[src/rtl/dtc_rr_scheduler.sv]
// Round-robin front end that time-shares one combinational decision-tree classifier among NREQ requesters.
// Optional per-requester grant statistics are built when DTC_SCHED_STATS_EN is defined.
module dtc_rr_scheduler #(
   parameter int NREQ  = 4,
   parameter int IN_W  = 7,
   parameter int OUT_W = 10,
   localparam int ID_W = $clog2(NREQ)
) (
   input  logic                   clk,
   input  logic                   rst_n,
   input  logic [NREQ-1:0]        req_valid,
   input  logic [NREQ*IN_W-1:0]   req_inp,
   output logic [NREQ-1:0]        req_ready,
   output logic [IN_W-1:0]        tree_inp,
   input  logic [OUT_W-1:0]       tree_outp,
   output logic                   rsp_valid,
   output logic [ID_W-1:0]        rsp_id,
   output logic [OUT_W-1:0]       rsp_outp,
   input  logic                   rsp_ready,
   output logic                   busy,
   input  logic [ID_W-1:0]        stat_sel,
   input  logic                   stat_clr,
   output logic [15:0]            stat_cnt
);

   typedef enum logic [1:0] {
      ST_IDLE = 2'd0,
      ST_EVAL = 2'd1,
      ST_HOLD = 2'd2
   } state_t;

   state_t            state_r;
   state_t            state_nxt_s;
   logic [ID_W-1:0]   rr_ptr_r;
   logic [ID_W-1:0]   grant_idx_s;
   logic [ID_W-1:0]   cand_s;
   logic              grant_found_s;
   logic              grant_s;

   // Rotating priority search starting one past the last granted requester.
   always_comb begin
      grant_found_s = 1'b0;
      grant_idx_s   = {ID_W{1'b0}};
      cand_s        = {ID_W{1'b0}};
      for (int k = 1; k <= NREQ; k++) begin
         cand_s = ID_W'((int'(rr_ptr_r) + k) % NREQ);
         if (!grant_found_s && req_valid[cand_s]) begin
            grant_found_s = 1'b1;
            grant_idx_s   = cand_s;
         end else begin
            grant_found_s = grant_found_s;
         end
      end
   end

   assign grant_s = rst_n && (state_r == ST_IDLE) && grant_found_s;

   // One-hot accept pulse, only ever raised in IDLE outside reset.
   always_comb begin
      req_ready = {NREQ{1'b0}};
      if (grant_s) begin
         req_ready[grant_idx_s] = 1'b1;
      end else begin
         req_ready = {NREQ{1'b0}};
      end
   end

   // Next-state logic for the IDLE -> EVAL -> HOLD cycle.
   always_comb begin
      state_nxt_s = state_r;
      case (state_r)
         ST_IDLE: begin
            if (grant_s) state_nxt_s = ST_EVAL;
            else         state_nxt_s = ST_IDLE;
         end
         ST_EVAL: state_nxt_s = ST_HOLD;
         ST_HOLD: begin
            if (rsp_valid && rsp_ready) state_nxt_s = ST_IDLE;
            else                        state_nxt_s = ST_HOLD;
         end
         default: state_nxt_s = ST_IDLE;
      endcase
   end

   // State, capture of the granted feature and the tree result.
   always_ff @(posedge clk) begin
      if (!rst_n) begin
         state_r   <= ST_IDLE;
         tree_inp  <= {IN_W{1'b0}};
         rsp_valid <= 1'b0;
         rsp_id    <= {ID_W{1'b0}};
         rsp_outp  <= {OUT_W{1'b0}};
         rr_ptr_r  <= ID_W'(NREQ - 1);
      end else begin
         state_r <= state_nxt_s;
         if (grant_s) begin
            tree_inp <= req_inp[int'(grant_idx_s) * IN_W +: IN_W];
            rsp_id   <= grant_idx_s;
            rr_ptr_r <= grant_idx_s;
         end else begin
            rr_ptr_r <= rr_ptr_r;
         end
         // EVAL gives the combinational tree one full cycle to settle before sampling.
         if (state_r == ST_EVAL) begin
            rsp_outp  <= tree_outp;
            rsp_valid <= 1'b1;
         end else if ((state_r == ST_HOLD) && rsp_ready) begin
            rsp_valid <= 1'b0;
         end else begin
            rsp_valid <= rsp_valid;
         end
      end
   end

   assign busy = (state_r != ST_IDLE);

`ifdef DTC_SCHED_STATS_EN
   logic [15:0] cnt_r [NREQ];

   // Saturating grant counters; a clear request overrides a same-cycle increment.
   always_ff @(posedge clk) begin
      if (!rst_n || stat_clr) begin
         for (int i = 0; i < NREQ; i++) begin
            cnt_r[i] <= 16'h0000;
         end
      end else begin
         for (int i = 0; i < NREQ; i++) begin
            if (req_ready[i] && (cnt_r[i] != 16'hFFFF)) begin
               cnt_r[i] <= cnt_r[i] + 16'h0001;
            end else begin
               cnt_r[i] <= cnt_r[i];
            end
         end
      end
   end

   // Readout mux; selectors beyond the requester count read zero.
   always_comb begin
      stat_cnt = 16'h0000;
      if (int'(stat_sel) < NREQ) begin
         stat_cnt = cnt_r[stat_sel];
      end else begin
         stat_cnt = 16'h0000;
      end
   end
`else
   logic unused_stat_s;
   assign unused_stat_s = ^{stat_sel, stat_clr};
   assign stat_cnt      = 16'h0000;
`endif

endmodule

[config.mk]
export PLATFORM = sky130hd
export DESIGN_NAME = dtc_rr_scheduler
export DESIGN_NICKNAME = d
export VERILOG_FILES = /design/src/rtl/dtc_rr_scheduler.sv
export SDC_FILE = /design/constraint.sdc
export NUM_CORES = 1
export LEC_CHECK = 0
export BUFFER_PORTS_ARGS = -buffer_cell sky130_fd_sc_hd__buf_2
export CAP_MARGIN = 5
export CORE_MARGIN = 4
export CORE_UTILIZATION = 25
export DETAILED_ROUTE_END_ITERATION = 8
export PLACE_DENSITY_LB_ADDON = 0.25
export SETUP_SLACK_MARGIN = 0.4
export SLEW_MARGIN = 20
export SYNTH_ARGS = -nofsm -noshare
export SYNTH_HDL_FRONTEND = slang
export SYNTH_SLANG_ARGS = --single-unit
[constraint.sdc]
create_clock -name clk -period 2.3 [get_ports clk]
set_input_delay 0.115 -clock clk [delete_from_list [all_inputs] [get_ports clk]]
set_output_delay 0.115 -clock clk [all_outputs]
set_load 0.1 [all_outputs]
* Word level (Yosys, flattened, before mapping)
Cells that the tools add are included.
Storage, ports and cells: word-level logic and storage cells 58, flip-flop bits (word level) 24, input bits 48
Operators by class: shift-type cells 1, reduce and logical (&&, ||, !) cells 14, $add $sub $neg 4, equality and inequality tests 2, multipliers 1, muxes and demuxes 24, $lt $le $gt $ge 6
Operator list (count):
- $shiftx A28 B6 Y7 | 1
- $lt A2 B3 Y1 const B | 5
- $mux W1 | 12
- $mux W2 | 5
- $bmux W1 S2 | 4
- $logic_and A1 B1 Y1 | 8
- $pmux W2 S3 | 1
- $mul A2 B3 Y5 const B | 1
- $add A2 B1 Y2 const B | 2
- $add A2 B2 Y2 const B | 2
- $mux W4 | 1
- $reduce_bool A2 Y1 | 2
- $logic_not A1 Y1 | 3
- $demux W1 S2 | 1
- $eq A2 B1 Y1 const B | 1
- $eq A2 B2 Y1 const B | 1
- $ge A2 B1 Y1 const B | 1
- $logic_not A2 Y1 | 1

* Longest topological paths before layout
Gate-level depths: netlist of the first run.
depth in word-level cells 18, gate-level depth with buffers 7, gate-level depth less buffers 5

* Worst setup path before layout of the first run
Ideal clock, no wire load.
path kind reg2out, start point register rr_ptr_r[1], end point output port req_ready[2], path slack -0.295 ns, stages on the path, launching flop included 7, data arrival time 2.480 ns, buffers on the path 2, data required time 2.185 ns, path through dfxtp_1 buf_6 nand2b_1 a31oi_2 buf_2 nand2_1 nor2_1
Between the ends: word-level cells in the longest chain between the ends 18
RTL lines:
- start: declaration | RTL line 34 | logic [ID_W-1:0] rr_ptr_r;
- start signal: assignment | RTL line 93 | rr_ptr_r <= ID_W'(NREQ - 1);
- start signal: assignment | RTL line 99 | rr_ptr_r <= grant_idx_s;
- start signal: assignment | RTL line 101 | rr_ptr_r <= rr_ptr_r;
- $add A2 B1 Y2 | RTL line 46 | cand_s = ID_W'((int'(rr_ptr_r) + k) % NREQ);
- $bmux W1 S2 | RTL line 47 | if (!grant_found_s && req_valid[cand_s]) begin
- $mux W1 (implied by the code) | RTL line 47
- $mux W1 | RTL line 47
- $logic_not A1 Y1 | RTL line 47
- $logic_and A1 B1 Y1 | RTL line 47
- $mux W1 | RTL line 47
- $logic_not A1 Y1 | RTL line 47
- [... 2 more ...]
- $logic_not A1 Y1 | RTL line 47
- $logic_and A1 B1 Y1 | RTL line 47
- $mux W2 | RTL line 47
- $lt A2 B3 Y1 (implied by the code) / $ge A2 B1 Y1 (equally long branches) | RTL line 62 | req_ready[grant_idx_s] = 1'b1;
- $logic_and A1 B1 Y1 (implied by the code) | RTL line 62
- $mux W1 (implied by the code) | RTL line 62
- $demux W1 S2 | RTL line 62
- $mux W4 (*) | RTL line 61 | if (grant_s) begin
- end: declaration | RTL line 13 | output logic [NREQ-1:0] req_ready,
Every way passes the cells marked *; elsewhere a longest branch is shown, timed or not. The select of a mux whose other input is x is not followed.

* Final worst setup path of the first run
start point register rr_ptr_r[1], end point output port req_ready[3]
Same word-level chain as after synthesis.

==> metrics, run 1 <==
Core ar.=approximately 5700 um2; Seq. cell area=~490 um2; Initial Utilization=0.2643; PortBufs=between 60 and 70; Vias=between 1500 and 2000; worst clock skew=between 0.006 and 0.007 ns; Distinct cells, synth=44; initial antenna violation count=0; Skew-Pair Late Insertion Delay=between 0.2 and 0.3 ns; Post-Syn Area=1500 um2; Inserted Clock Buffers=3; post-layout util=0.3739; clock sinks=24; critical path class=flip-flop to primary output; max_slew headroom=0.6741; clk buf depth=2; layout cells sized above 1=0.4151; routed wire length=about 4.5 mm; Crit. End Element=primary output; routability cong.=0.7232; Post-Layout Cell Count=337; status=completed; Synth Warn #=0; RSZ-0062 raised after global routing=false; area occupied by multi-input gates=roughly 900 um2; static leakage=~1 nW; worst hold slack=around 0.027 ns; Yosys reg bits=24; IO Count=89; global-route wire length before repair=around 7 mm; Clock transition at path regs=about 0.09 ns; grt ovf=0; row cnt=27; Setup-failing EPs final=0; Tot GR Track Use=0.1162; die height=~85 um; DRT antenna net count=0; dpl hpwl=approximately 3.4 mm; Placed Cells=323; Worst Setup Start Kind=flip-flop; PD cells=around 910 nW/um2; Worst Tran Pin Value=0.4766 ns; syn avg cell area=approximately 8 um2; worst min-delay path class=input pin to flip-flop; area grow syn2layout=41.45%; final max-slew violation count=0; fmax=0.5468 GHz; Starting DRT DRC Count=between 50 and 60; htree depth=1; Tcrit/Tclk final=0.7951; drt wl/cell=13.28 um; vias in the first global route=roughly 1400; Nets=approximately 310; die width=between 80 and 90 um; root buffer cell=clkbuf_8; max-capacitance violation count=0; Die ar.=~7300 um2; Setup TNS Final=0 ns; 1st-pass router iterations=4; fill count=roughly 600; drt drc=0; Peak supply drop=~0.42 mV; CTS tree=built; Post-Synthesis Cells=approximately 190; critical path data arrival time=around 1.7 ns; Worst EP required=2.18 ns; sequential share of the synthesized area=0.3203; Final Critical Period=roughly 1.8 ns; largest net degree at the start of global routing=16; number of vias per cell=about 4.6; Hold Fails Final Rpt=0; n_diodes=0; crit-path max FO=8
[critical path, stage by stage (launching register included)]
cell     delay, ns
dfxtp_4       0.41
nor2b_1       0.08
o21ai_2       0.15
buf_4         0.19
a21oi_4       0.07
buf_4         0.19
nor2_2        0.16
buf_12        0.19
[area by class of cell]
class,count,area share
Multi-Input combinational cell,143,0.4334
Timing Repair Buffer,84,0.2441
Sequential cell,24,0.2288
Tap cell,72,0.04245
Clock buffer,3,0.01946
Inverter,10,0.01769
Clock inverter,1,0.01415
[power breakdown]
| part | switching [W] | total [W] | internal (W) |
|---|---|---|---|
| registers | 0.0000426 | 0.000520 | 0.000477 |
| logic | 0.000777 | 0.00103 | 0.000254 |
| clock network | 0.000145 | 0.000378 | 0.000233 |
| total | 0.000965 | 0.00193 | 0.000964 |
[cells in the final DEF, fill, tap and decap left out, drive strengths merged, types with 6 or more instances in the layout]
cell    synthesis  final
nor2           13     13
dfxtp          24     24
o21ai           8      8
nand2b          6      6
nand2          28     28
inv             9      9
a211oi          9      9
a21oi          15     15
buf            21     84
conb            1     16
[logic make-up after synthesis]
kind of cell | synth area share
simple gates | 0.2310
compound gates | 0.2536
buf+inv | 0.1468
flops | 0.3203
mux | 0.04587
other cells | 0.002500
[what timing repair did]
action / in CTS / in global routing
resized for setup: 7 / 4
setup endpoints to repair: 8 / 6
hold buffers: 0 / 0
pin swaps: 0 / 3
setup buffers: 0 / 10
[registers in the layout (all words and copies together), names as in the netlist]
register / flops
rsp_outp: 10
tree_inp: 7
rr_ptr_r: 2
rsp_id: 2
state_r: 2
rsp_valid: 1
[metrics by stage]
stage	total power [W]	cell area [um2]	worst slack [ns]
after CTS	0.001906	2026	0.3741
after global placement	0.001501	1927	0.3337
after global routing	0.002026	2122	0.3877
final	0.001929	2122	0.4713
after floorplan	0.001353	1577	0.1464
after detailed placement	0.001506	1927	0.2881
[path summary, 6_finish.rpt]
| path | startpoint | endpoint | slack (ns) | cells past startpoint |
|---|---|---|---|---|
| max | rr_ptr_r[1] | req_ready[3] | 0.47 | 7 |
| min | rsp_ready | rsp_valid | 0.03 | 2 |
| max reg2reg | rr_ptr_r[1] | tree_inp[1] | 0.55 | 6 |
| min reg2reg | rsp_outp[1] | rsp_outp[1] | 0.46 | 2 |
[cells in the mapped netlist]
master	n	area, um2
conb_1	1	3.750
or2_2	2	12.51
nand2b_1	6	37.54
inv_1	9	33.78
a211o_1	1	8.760
clkinv_1	1	3.750
clkbuf_1	5	18.77
a211oi_2	1	12.51
a31oi_2	1	12.51
a21o_1	1	7.510
nor2b_1	4	25.02
a2111oi_0	3	26.28
nor3_1	2	10.01
a2bb2oi_1	2	17.52
mux2_4	1	15.01
nand4_1	2	12.51
o21ai_2	1	8.760
a211oi_1	8	60.06
a22oi_1	2	15.01
mux2i_2	1	13.76
buf_6	3	33.78
nand3b_1	1	7.510
a21oi_1	13	65.06
buf_2	2	10.01
o22ai_4	1	20.02
dfxtp_1	24	480.5
nor2_1	13	48.80
and3_1	1	6.260
buf_4	16	120.1
a21oi_2	1	8.760
o21ai_0	7	35.03
mux2i_1	4	40.04
a311o_1	1	10.01
nand2_1	28	105.1
nand3_1	4	20.02
nor2b_4	1	13.76
o21a_1	1	7.510
nor3b_1	4	30.03
o211ai_1	3	22.52
and2_1	1	6.260
a21o_2	1	8.760
or4_4	1	11.26
a21oi_4	1	16.27
a311oi_1	2	17.52
[layer usage]
metal | vias to the layer above | track usage | wire (um)
met5 | - | 0 | 0
met4 | 0 | 0.01295 | 38
met3 | 4 | 0.05049 | 465
met2 | 60 | 0.1893 | 2081
met1 | 698 | 0.1466 | 1889
li1 | 778 | - | -
(Power assumes the default switching activity.)
==> run 2, diff against run 1 <==
- clock period: 2.3 -> 1.68 ns (I/O delays scaled with it)
==> metrics, run 2 (synthesis gave the netlist of run 1 again) <==
Worst EP required=1.60 ns (-0.58 ns); vias in the first global route=1575 (+10%); Biggest register=rsp_outp; critical path's slowest cell=dfxtp_4; Largest register FFs=10 (unchanged); failing checks=negative setup slack; met3 Use GR=0.05825 (+0.007767); max-capacitance violation count=0 (unchanged); PortBufs=69 (unchanged); Setup-failing EPs final=4 (+4); Die ar.=7304 um2 (unchanged); Initial Utilization=0.2643 (unchanged); Hold Fails Final Rpt=0 (unchanged); commonest non-fill, non-tap cells in the layout=64 x buf_2, 25 x nand2_1, 20 x buf_4; critical path data arrival time=1.68 ns (-0.03 ns); die height=85.47 um (unchanged); DRT antenna net count=0 (unchanged); root buffer cell=clkbuf_8; R2R Path End=tree_inp[1]; Clock transition at path regs=0.09 ns (about the same); met1 usage=0.1489 (+0.002317); Post-Layout Cell Count=355 (+5.3%); worst clock skew=0.002879 ns (-0.003530 ns); reg2reg setup slack=-0.01 ns (-0.56 ns); clk buf depth=2 (unchanged); critical path class=flip-flop to primary output; final max-slew violation count=0 (unchanged); Inserted Clock Buffers=3 (unchanged); global-route wire length before repair=7.272 mm (+3.7%); Worst Setup Start Kind=flip-flop; 1st-pass router iterations=4 (unchanged); routability cong.=0.7265 (+0.46%); number of vias per cell=4.479 (-2.0%); IO Count=89 (unchanged); initial antenna violation count=1 (+1); routed wire length=4.799 mm (+7.2%); grt ovf=0 (unchanged); PD cells=1177 nW/um2 (+30%); CTS tree=built; Reg2Reg Depth=7 (+1); CP Cell Sequence=mux2i_4 > o22ai_4 > a21o_1 > buf_6 > nor2_4 > buf_12; dpl ws=-0.01501 ns (-0.3031 ns); Skew-Pair Late Insertion Delay=0.27 ns (about the same); layout cells sized above 1=0.5230 (+0.1079); Peak supply drop=0.5513 mV (+30%); Crit. End Element=primary output; RSZ-0062 raised after global routing=true; Largest regs=rsp_outp x10, tree_inp x7; Core ar.=5675 um2 (unchanged); leading cell type in the layout, fill and taps excluded=buf_2; clock sinks=24 (unchanged); largest net degree at the start of global routing=16 (unchanged); Nets=332 (+5.7%); worst hold slack=0.04019 ns (+0.01313 ns); GRT met2 Usage=0.2006 (+0.01130); drt drc=0 (unchanged); n_diodes=0 (unchanged); CP Capture Point=req_ready[2]; GR peak layer=met2; worst min-delay path class=input pin to flip-flop; Setup TNS Final=-0.2110 ns (-0.2110 ns); status=complete, but fails checks; Tot GR Track Use=0.1224 (+0.006188); Tcrit/Tclk final=1.048; area grow syn2layout=65.47%; Crit path largest cell delay=0.41 ns (about the same); Placed Cells=334 (+3.4%); final worst slack=-0.08113 ns (-0.5524 ns); drt wl/cell=13.52 um (+1.8%); Starting DRT DRC Count=81 (+53%); Reg-to-Reg Start=rr_ptr_r[1]; htree depth=1 (unchanged); dpl hpwl=3.576 mm (+4.5%); die width=85.47 um (unchanged); Setup crit start=rr_ptr_r[1]; fmax=roughly 0.57 GHz; Final Critical Period=around 1.8 ns; static leakage=1.144 nW (+16%); crit-path max FO=7 (-1); Vias=1590 (+3.2%); row cnt=27 (unchanged)
run 2: cell types whose count changed in the layout (fill, tap and decap cells not counted), sizes merged:
| cell | before | now |
|---|---|---|
| buf | 84 | 101 |
| dlygate4sd3 | 0 | 1 |
run 2: cell type report:
| cell class | instances | area, um2 |
|---|---|---|
| inverters | 10 | 37.54 |
| multi-input cells | 143 | 1054 |
| clock buffers | 3 | 41.29 |
| fillers | 577 | 3193 |
| clock inverters | 1 | 30.03 |
| well taps | 72 | 90.09 |
| repair buffers | 102 | 740.7 |
| flip-flops and latches | 24 | 489.2 |
run 2: timing repair:
item | CTS | global route
buffers inserted | 13 | 2
setup endpoints to repair | 16 | 16
resized for setup | 37 | 10
pin swaps | 13 | 4
hold buffers | 1 | 0
cloned | 1 | 0
hold endpoints to repair | 1 | 0
run 2: per-stage QoR:
stage / cell area (um2) / power [W] / util
detailed placement: 2076 / 0.002171 / 0.3657
CTS: 2434 / 0.002910 / 0.4288
global placement: 2076 / 0.002164 / 0.3657
finish: 2482 / 0.002922 / 0.4374
global route: 2482 / 0.003054 / 0.4374
floorplan: 1637 / 0.001898 / -
run 2: layer usage:
layer / vias up / wire (um)
met2: 57 / 2231
li1: 812 / -
met5: - / 7
met4: 2 / 37
met1: 713 / 2055
met3: 6 / 467
run 2: power by group:
group	leakage, nW	switching [W]	internal (W)	total (W)
clock	0.0357	0.000198	0.000319	0.000517
combinational	0.910	0.00116	0.000535	0.00170
sequential	0.199	0.0000506	0.000655	0.000705
total	1.14	0.00141	0.00151	0.00292
run 2: critical path, delay by kind of cell, from the launching register on:
kind	cells	cell delay (ns)
flip-flops	1	0.41
AO/OA/AOI/OAI	2	0.31
buffers and inverters	2	0.31
multiplexers	1	0.27
AND/OR/NAND/NOR	1	0.10
run 2: worst min path at each step:
stage                 startpoint     endpoint  slack (ns)  cells past startpoint
floorplan              rsp_ready    rsp_valid        0.17                      1
global placement       rsp_ready    rsp_valid        0.27                      2
detailed placement     rsp_ready    rsp_valid        0.29                      2
CTS                 tree_outp[8]  rsp_outp[8]        0.03                      3
global route        tree_outp[0]  rsp_outp[0]        0.03                      3
finish              tree_outp[8]  rsp_outp[8]        0.04                      3
